<file path="config.mk">
export PLATFORM = sky130hd
export DESIGN_NAME = seq_frame_tx
export DESIGN_NICKNAME = d
export VERILOG_FILES = /design/src/rtl/seq_pkg.sv /design/src/rtl/seq_tx_shifter.sv /design/src/rtl/seq_frame_tx.sv
export SDC_FILE = /design/constraint.sdc
export NUM_CORES = 1
export LEC_CHECK = 0
export ABC_AREA = 1
export CAP_MARGIN = 20
export CORE_MARGIN = 5
export CORE_UTILIZATION = 54
export DETAILED_ROUTE_END_ITERATION = 6
export GPL_TIMING_DRIVEN = 0
export PLACE_DENSITY = 0.78
export SLEW_MARGIN = 20
export SYNTH_ARGS = -nofsm -noshare
export SYNTH_HDL_FRONTEND = slang
export SYNTH_HIERARCHICAL = 1
export SYNTH_SLANG_ARGS = --single-unit
export TNS_END_PERCENT = 5
</file>
<file path="constraint.sdc">
create_clock -name clk -period 2.4 [get_ports clk]
set_clock_uncertainty 0.2 [all_clocks]
set_input_delay 0.48 -clock clk [delete_from_list [all_inputs] [get_ports clk]]
set_output_delay 0.48 -clock clk [all_outputs]
set_load 0.02 [all_outputs]
</file>
<file path="src/rtl/seq_pkg.sv">
// Shared definitions for the "101" serial link: transmitter state encoding and marker constants.
// The PAR state exists only when SEQ_FRAME_TX_PARITY_EN is defined.
package seq_pkg;

    typedef enum logic [2:0] {
        IDLE,
        MARK,
        DATA,
`ifdef SEQ_FRAME_TX_PARITY_EN
        PAR,
`endif
        GAP
    } seq_tx_state_t;

    localparam logic [2:0]  SEQ_MARKER     = 3'b101;
    localparam int unsigned SEQ_MARKER_LEN = 3;

endpackage

</file>
<file path="src/rtl/seq_tx_shifter.sv">
// MSB-first parallel-load shift register feeding the frame transmitter.
// Running parity output exists only when SEQ_FRAME_TX_PARITY_EN is defined.
module seq_tx_shifter
    import seq_pkg::*;
#(
    parameter int unsigned DATA_W = 8
) (
    input  logic              clk,
    input  logic              reset,
    input  logic              load,
    input  logic              shift,
    input  logic [DATA_W-1:0] din,
    output logic              msb
`ifdef SEQ_FRAME_TX_PARITY_EN
    ,
    output logic              parity
`endif
);

    logic [DATA_W-1:0] sreg_q, sreg_d;

    always_comb begin
        sreg_d = sreg_q;
        if (load) begin
            sreg_d = din;
        end else if (shift) begin
            sreg_d = sreg_q << 1;
        end
    end

    always_ff @(posedge clk or posedge reset) begin
        if (reset) begin
            sreg_q <= '0;
        end else begin
            sreg_q <= sreg_d;
        end
    end

    assign msb = sreg_q[DATA_W-1];

`ifdef SEQ_FRAME_TX_PARITY_EN
    // XOR of every bit shifted out since the last load.
    logic par_q, par_d;

    always_comb begin
        par_d = par_q;
        if (load) begin
            par_d = 1'b0;
        end else if (shift) begin
            par_d = par_q ^ sreg_q[DATA_W-1];
        end
    end

    always_ff @(posedge clk or posedge reset) begin
        if (reset) begin
            par_q <= 1'b0;
        end else begin
            par_q <= par_d;
        end
    end

    assign parity = par_q;
`endif

endmodule

</file>
<file path="src/rtl/seq_frame_tx.sv">
// Serial frame transmitter: "101" marker, payload MSB-first, optional even parity, idle-low gap.
// Define SEQ_FRAME_TX_PARITY_EN to compile in the parity bit.
module seq_frame_tx
    import seq_pkg::*;
#(
    parameter int unsigned DATA_W     = 8,
    parameter int unsigned GAP_CYCLES = 2
) (
    input  logic              clk,
    input  logic              reset,
    input  logic [DATA_W-1:0] in_data,
    input  logic              in_valid,
    output logic              in_ready,
    output logic              x,
    output logic              x_valid,
    output logic              busy,
    output logic              frame_done
);

    localparam int unsigned BW = $clog2(DATA_W + 1);

    seq_tx_state_t state_q, state_d;
    logic [BW-1:0] bit_cnt_q, bit_cnt_d;
    logic [3:0]    gap_cnt_q, gap_cnt_d;
    logic          x_q, x_d;
    logic          x_valid_q, x_valid_d;
    logic          busy_q, busy_d;
    logic          frame_done_q, frame_done_d;
    logic          sh_load, sh_shift, sh_msb;
`ifdef SEQ_FRAME_TX_PARITY_EN
    logic          sh_parity;
`endif

    seq_tx_shifter #(.DATA_W(DATA_W)) u_shifter (
        .clk    (clk),
        .reset  (reset),
        .load   (sh_load),
        .shift  (sh_shift),
        .din    (in_data),
        .msb    (sh_msb)
`ifdef SEQ_FRAME_TX_PARITY_EN
        ,
        .parity (sh_parity)
`endif
    );

    // The 4-bit gap counter also times the marker, since the bit counter may be only 1 bit wide.
    always_comb begin
        state_d   = state_q;
        bit_cnt_d = bit_cnt_q;
        gap_cnt_d = gap_cnt_q;
        sh_load   = 1'b0;
        case (state_q)
            IDLE: begin
                if (in_valid) begin
                    state_d   = MARK;
                    gap_cnt_d = 4'(SEQ_MARKER_LEN);
                    sh_load   = 1'b1;
                end
            end
            MARK: begin
                if (gap_cnt_q == 4'd1) begin
                    state_d   = DATA;
                    bit_cnt_d = BW'(DATA_W);
                end else begin
                    gap_cnt_d = gap_cnt_q - 4'd1;
                end
            end
            DATA: begin
                if (bit_cnt_q == BW'(1)) begin
`ifdef SEQ_FRAME_TX_PARITY_EN
                    state_d   = PAR;
`else
                    state_d   = GAP;
                    gap_cnt_d = 4'(GAP_CYCLES);
`endif
                end else begin
                    bit_cnt_d = bit_cnt_q - BW'(1);
                end
            end
`ifdef SEQ_FRAME_TX_PARITY_EN
            PAR: begin
                state_d   = GAP;
                gap_cnt_d = 4'(GAP_CYCLES);
            end
`endif
            GAP: begin
                if (gap_cnt_q == 4'd1) begin
                    state_d = IDLE;
                end else begin
                    gap_cnt_d = gap_cnt_q - 4'd1;
                end
            end
            default: state_d = IDLE;
        endcase
    end

    // Outputs are registered from the next state so each bit lands in the cycle its state occupies.
    always_comb begin
        x_d          = 1'b0;
        x_valid_d    = 1'b0;
        frame_done_d = 1'b0;
        busy_d       = (state_d != IDLE);
        sh_shift     = (state_d == DATA);
        case (state_d)
            MARK: begin
                x_valid_d = 1'b1;
                x_d       = SEQ_MARKER[2'(gap_cnt_d - 4'd1)];
            end
            DATA: begin
                x_valid_d = 1'b1;
                x_d       = sh_msb;
`ifndef SEQ_FRAME_TX_PARITY_EN
                frame_done_d = (bit_cnt_d == BW'(1));
`endif
            end
`ifdef SEQ_FRAME_TX_PARITY_EN
            PAR: begin
                x_valid_d    = 1'b1;
                x_d          = sh_parity;
                frame_done_d = 1'b1;
            end
`endif
            default: ;
        endcase
    end

    always_ff @(posedge clk or posedge reset) begin
        if (reset) begin
            state_q      <= IDLE;
            bit_cnt_q    <= '0;
            gap_cnt_q    <= '0;
            x_q          <= 1'b0;
            x_valid_q    <= 1'b0;
            busy_q       <= 1'b0;
            frame_done_q <= 1'b0;
        end else begin
            state_q      <= state_d;
            bit_cnt_q    <= bit_cnt_d;
            gap_cnt_q    <= gap_cnt_d;
            x_q          <= x_d;
            x_valid_q    <= x_valid_d;
            busy_q       <= busy_d;
            frame_done_q <= frame_done_d;
        end
    end

    assign in_ready   = (state_q == IDLE) && !reset;
    assign x          = x_q;
    assign x_valid    = x_valid_q;
    assign busy       = busy_q;
    assign frame_done = frame_done_q;

endmodule

</file>
==> results.toml <==
[worst_setup_path]
crit_type = "reg -> reg"
cp.required_ps = 2400
endpoint_kind = "flip-flop"
cp.arrival_ps = 2050
crit_start = "gap_cnt_q[1]"
rr_worst_depth = 12
crit_end = "u_shifter/sreg_q[7]"
start_kind = "flip-flop"
critPathMaxFanout = 8
r2r_end = "u_shifter/sreg_q[7]"
ff2ff_setup_slack_ps = 350
r2r_start = "gap_cnt_q[1]"

[detailed_routing]
wl_met2_um = 1090
dr.pass1.iters = 4
wl_met1_um = 1070
dr_wl_met3_um = 117
top_layer = "met4"
routed_wl_um = 2290
drtAntennaViolNets = 0
drtIter0Drc = 62
num_vias = 996
drc_errors = 0
via_per_inst = 5.03
wl_per_cell_um = 11.5

[cts]
cts_setup_buffers = 0
clockRootBuffer = "clkbuf_4"
cts-hold-fix-buffers = 0
clockBufferDepth = 2
cts_tree = "done"
numCtsBuffers = 3
clk_pin_slew_ps = 120
htree_levels = 1
clkSinkCount = 23
clkLatencyLatePin_ps = 310
cts_resized = 0

[logic_synthesis]
synthTopCellsByCount = "nand2_1, dfrtp_1, nand3_1"
synth_edf_count = 0
yosys-top-cells-area = "dfrtp_1, nand2_1, nand3_1"
synth.distinct_cells = 29
synth_seq_area_share_pct = 45.5
avgSynthCellArea_sq_um = 8.37
syn_inst = 151
synth_seq_cells = 23
yosysTopAreaCell = "dfrtp_1"
synth_area_sq_mm = 0.00126
synth_top_flop_cell = "dfrtp_1"
synth_top_area_share_pct = 45.5
yosys_warnings = 6
yosysMostFrequentCell = "nand2_1"
ys_async_sr_fraction_pct = 100
syn_nets = 166

[power_and_ir_drop]
pwr_density_cell_mw_per_mm2 = 940
combinationalPowerShare_pct = 40.8
irDropWorstVdd_uv = 633
sw_frac_of_total_pct = 40.7
p_seq_share_pct = 46.5
power_mw = 1.39
pwr-share-clk_pct = 12.7
p_switching_uw = 566
internal_power_uw = 824
leakage_nw = 0.788

[timing]
slew_viol_final = 0
fmax_mhz = 489
setup_violations = 0
setup_ws_ps = 353
layout_min_cycle_time_ps = 2050
period_share_pct = 85.3
maxSlewHeadroom_pct = 61.8
finalSetupTns_ps = 0
hold_violations = 0
rsz0062_at_grt = "false"
tightest_slew_ps = 572
whs_ps = 248

[floorplan]
die_w_um = 58.4
fp.coreArea_sq_mm = 0.00223
rows = 17
die_y_um = 58.4
ios = 16
dieArea_sq_mm = 0.00341
initial_core_util_pct = 56.6

[grt]
first_global_vias = 994
grt_first_pass_wirelength_um = 4200
track_usage_pct = 15.8
global_route.overflow_total = 0
grt_max_degree = 16
antenna_found_initial = 0

[cells_and_area]
seq_area_sq_um = 576
nets = 186
utilization_pct = 66.2
area_growth_pct = 17.0
diodes = 0
nFillCells = 192
drive_gt1_share_pct = 17.6
multi_input_area_sq_um = 584

[flow_run]
maxCapViolCount = 0

[place]
dp_worst_setup_slack_ps = 90.2
routabilityCongestion = 0.818
port-buffer-count = 15
dp_hpwl_um = 1840

[worst_hold_path]
hp-class = "in -> async"

[status]
outcome = "finished, final reports clean"
## cell families (layout without fill, tap and decap cells)
group,Yosys count,count (layout),share of synthesized area (%)
other cells,1,1,0.297
buf+inv,24,43,8.22
simple gates,86,86,35.2
flops,23,23,45.5
compound gates,11,11,5.35
fa+ha+maj,4,4,3.96
xor+xnor,2,2,1.39
## flip-flops by register name (all words and copies together), names as in the netlist
register,flops
u_shifter/sreg_q,8
bit_cnt_q,4
gap_cnt_q,4
state_q,3
busy,1
frame_done,1
x,1
x_valid,1
## worst max-delay path, cell delays in order (launching register included)
cell	delay (ps)
dfrtp_1	450
inv_1	110
ha_1	180
nand2_1	60
nor2_1	160
nand2_2	100
nand2_1	100
nand2_2	90
nor2_4	120
buf_4	190
nor2_8	60
nand2_1	50
nand3_1	70
## metrics by stage
| step | std cells | area, sq um |
|---|---|---|
| 5_1_grt | 198 | 1480 |
| 3_3_place_gp | 194 | 1450 |
| 3_5_place_dp | 194 | 1450 |
| 2_1_floorplan | 151 | 1260 |
| 4_1_cts | 198 | 1480 |
| 6_report | 198 | 1480 |
## worst min path at each step
stage / startpoint / end / slack [ps] / cells past startpoint
global placement: u_shifter/sreg_q[0] / u_shifter/sreg_q[0] / 260 / 2
floorplan: reset / u_shifter/sreg_q[0] / 100 / 1
finish: reset / u_shifter/sreg_q[0] / 250 / 2
detailed placement: u_shifter/sreg_q[0] / u_shifter/sreg_q[0] / 260 / 2
CTS: reset / u_shifter/sreg_q[0] / 250 / 2
global route: reset / u_shifter/sreg_q[0] / 270 / 2
## power by group through the flow
| stage | Combinational (mW) | Clock (mW) | Sequential (mW) |
|---|---|---|---|
| 2_1_floorplan | 0.422 | 0 | 0.642 |
| 3_3_place_gp | 0.548 | 0 | 0.643 |
| 3_5_place_dp | 0.573 | 0 | 0.652 |
| 4_1_cts | 0.574 | 0.185 | 0.645 |
| 5_1_grt | 0.652 | 0.200 | 0.668 |
| 6_report | 0.567 | 0.176 | 0.647 |
## metal layers
metal	up-vias	track usage, %
met1	457	20.6
li1	512	-
met2	25	26.3
met3	2	3.73
met4	0	4.30
met5	-	0
## placed cells by master, fill, tap and decap left out, drive strengths merged
cell / count
clkbuf: 3
dlymetal6s2s: 1
a21oi: 3
buf: 2
o21ai: 4
xnor2: 1
a31oi: 2
nand3b: 1
nand2: 41
inv: 22
o32ai: 1
clkdlybuf4s50: 14
clkinv: 1
o211ai: 1
nor2: 19
or2: 1
nand3: 22
xor2: 1
dfrtp: 23
ha: 4
nor3: 2
conb: 1
## cell type report
type,instances,area share (%)
inverter,22,5.75
tap,28,2.37
buffer,2,1.27
timing repair buffer,15,10.3
sequential,23,38.9
multi-input combinational,104,39.5
clock inverter,1,0.338
clock buffer,3,1.52
Note: power is estimated with default switching activity, not from simulation.
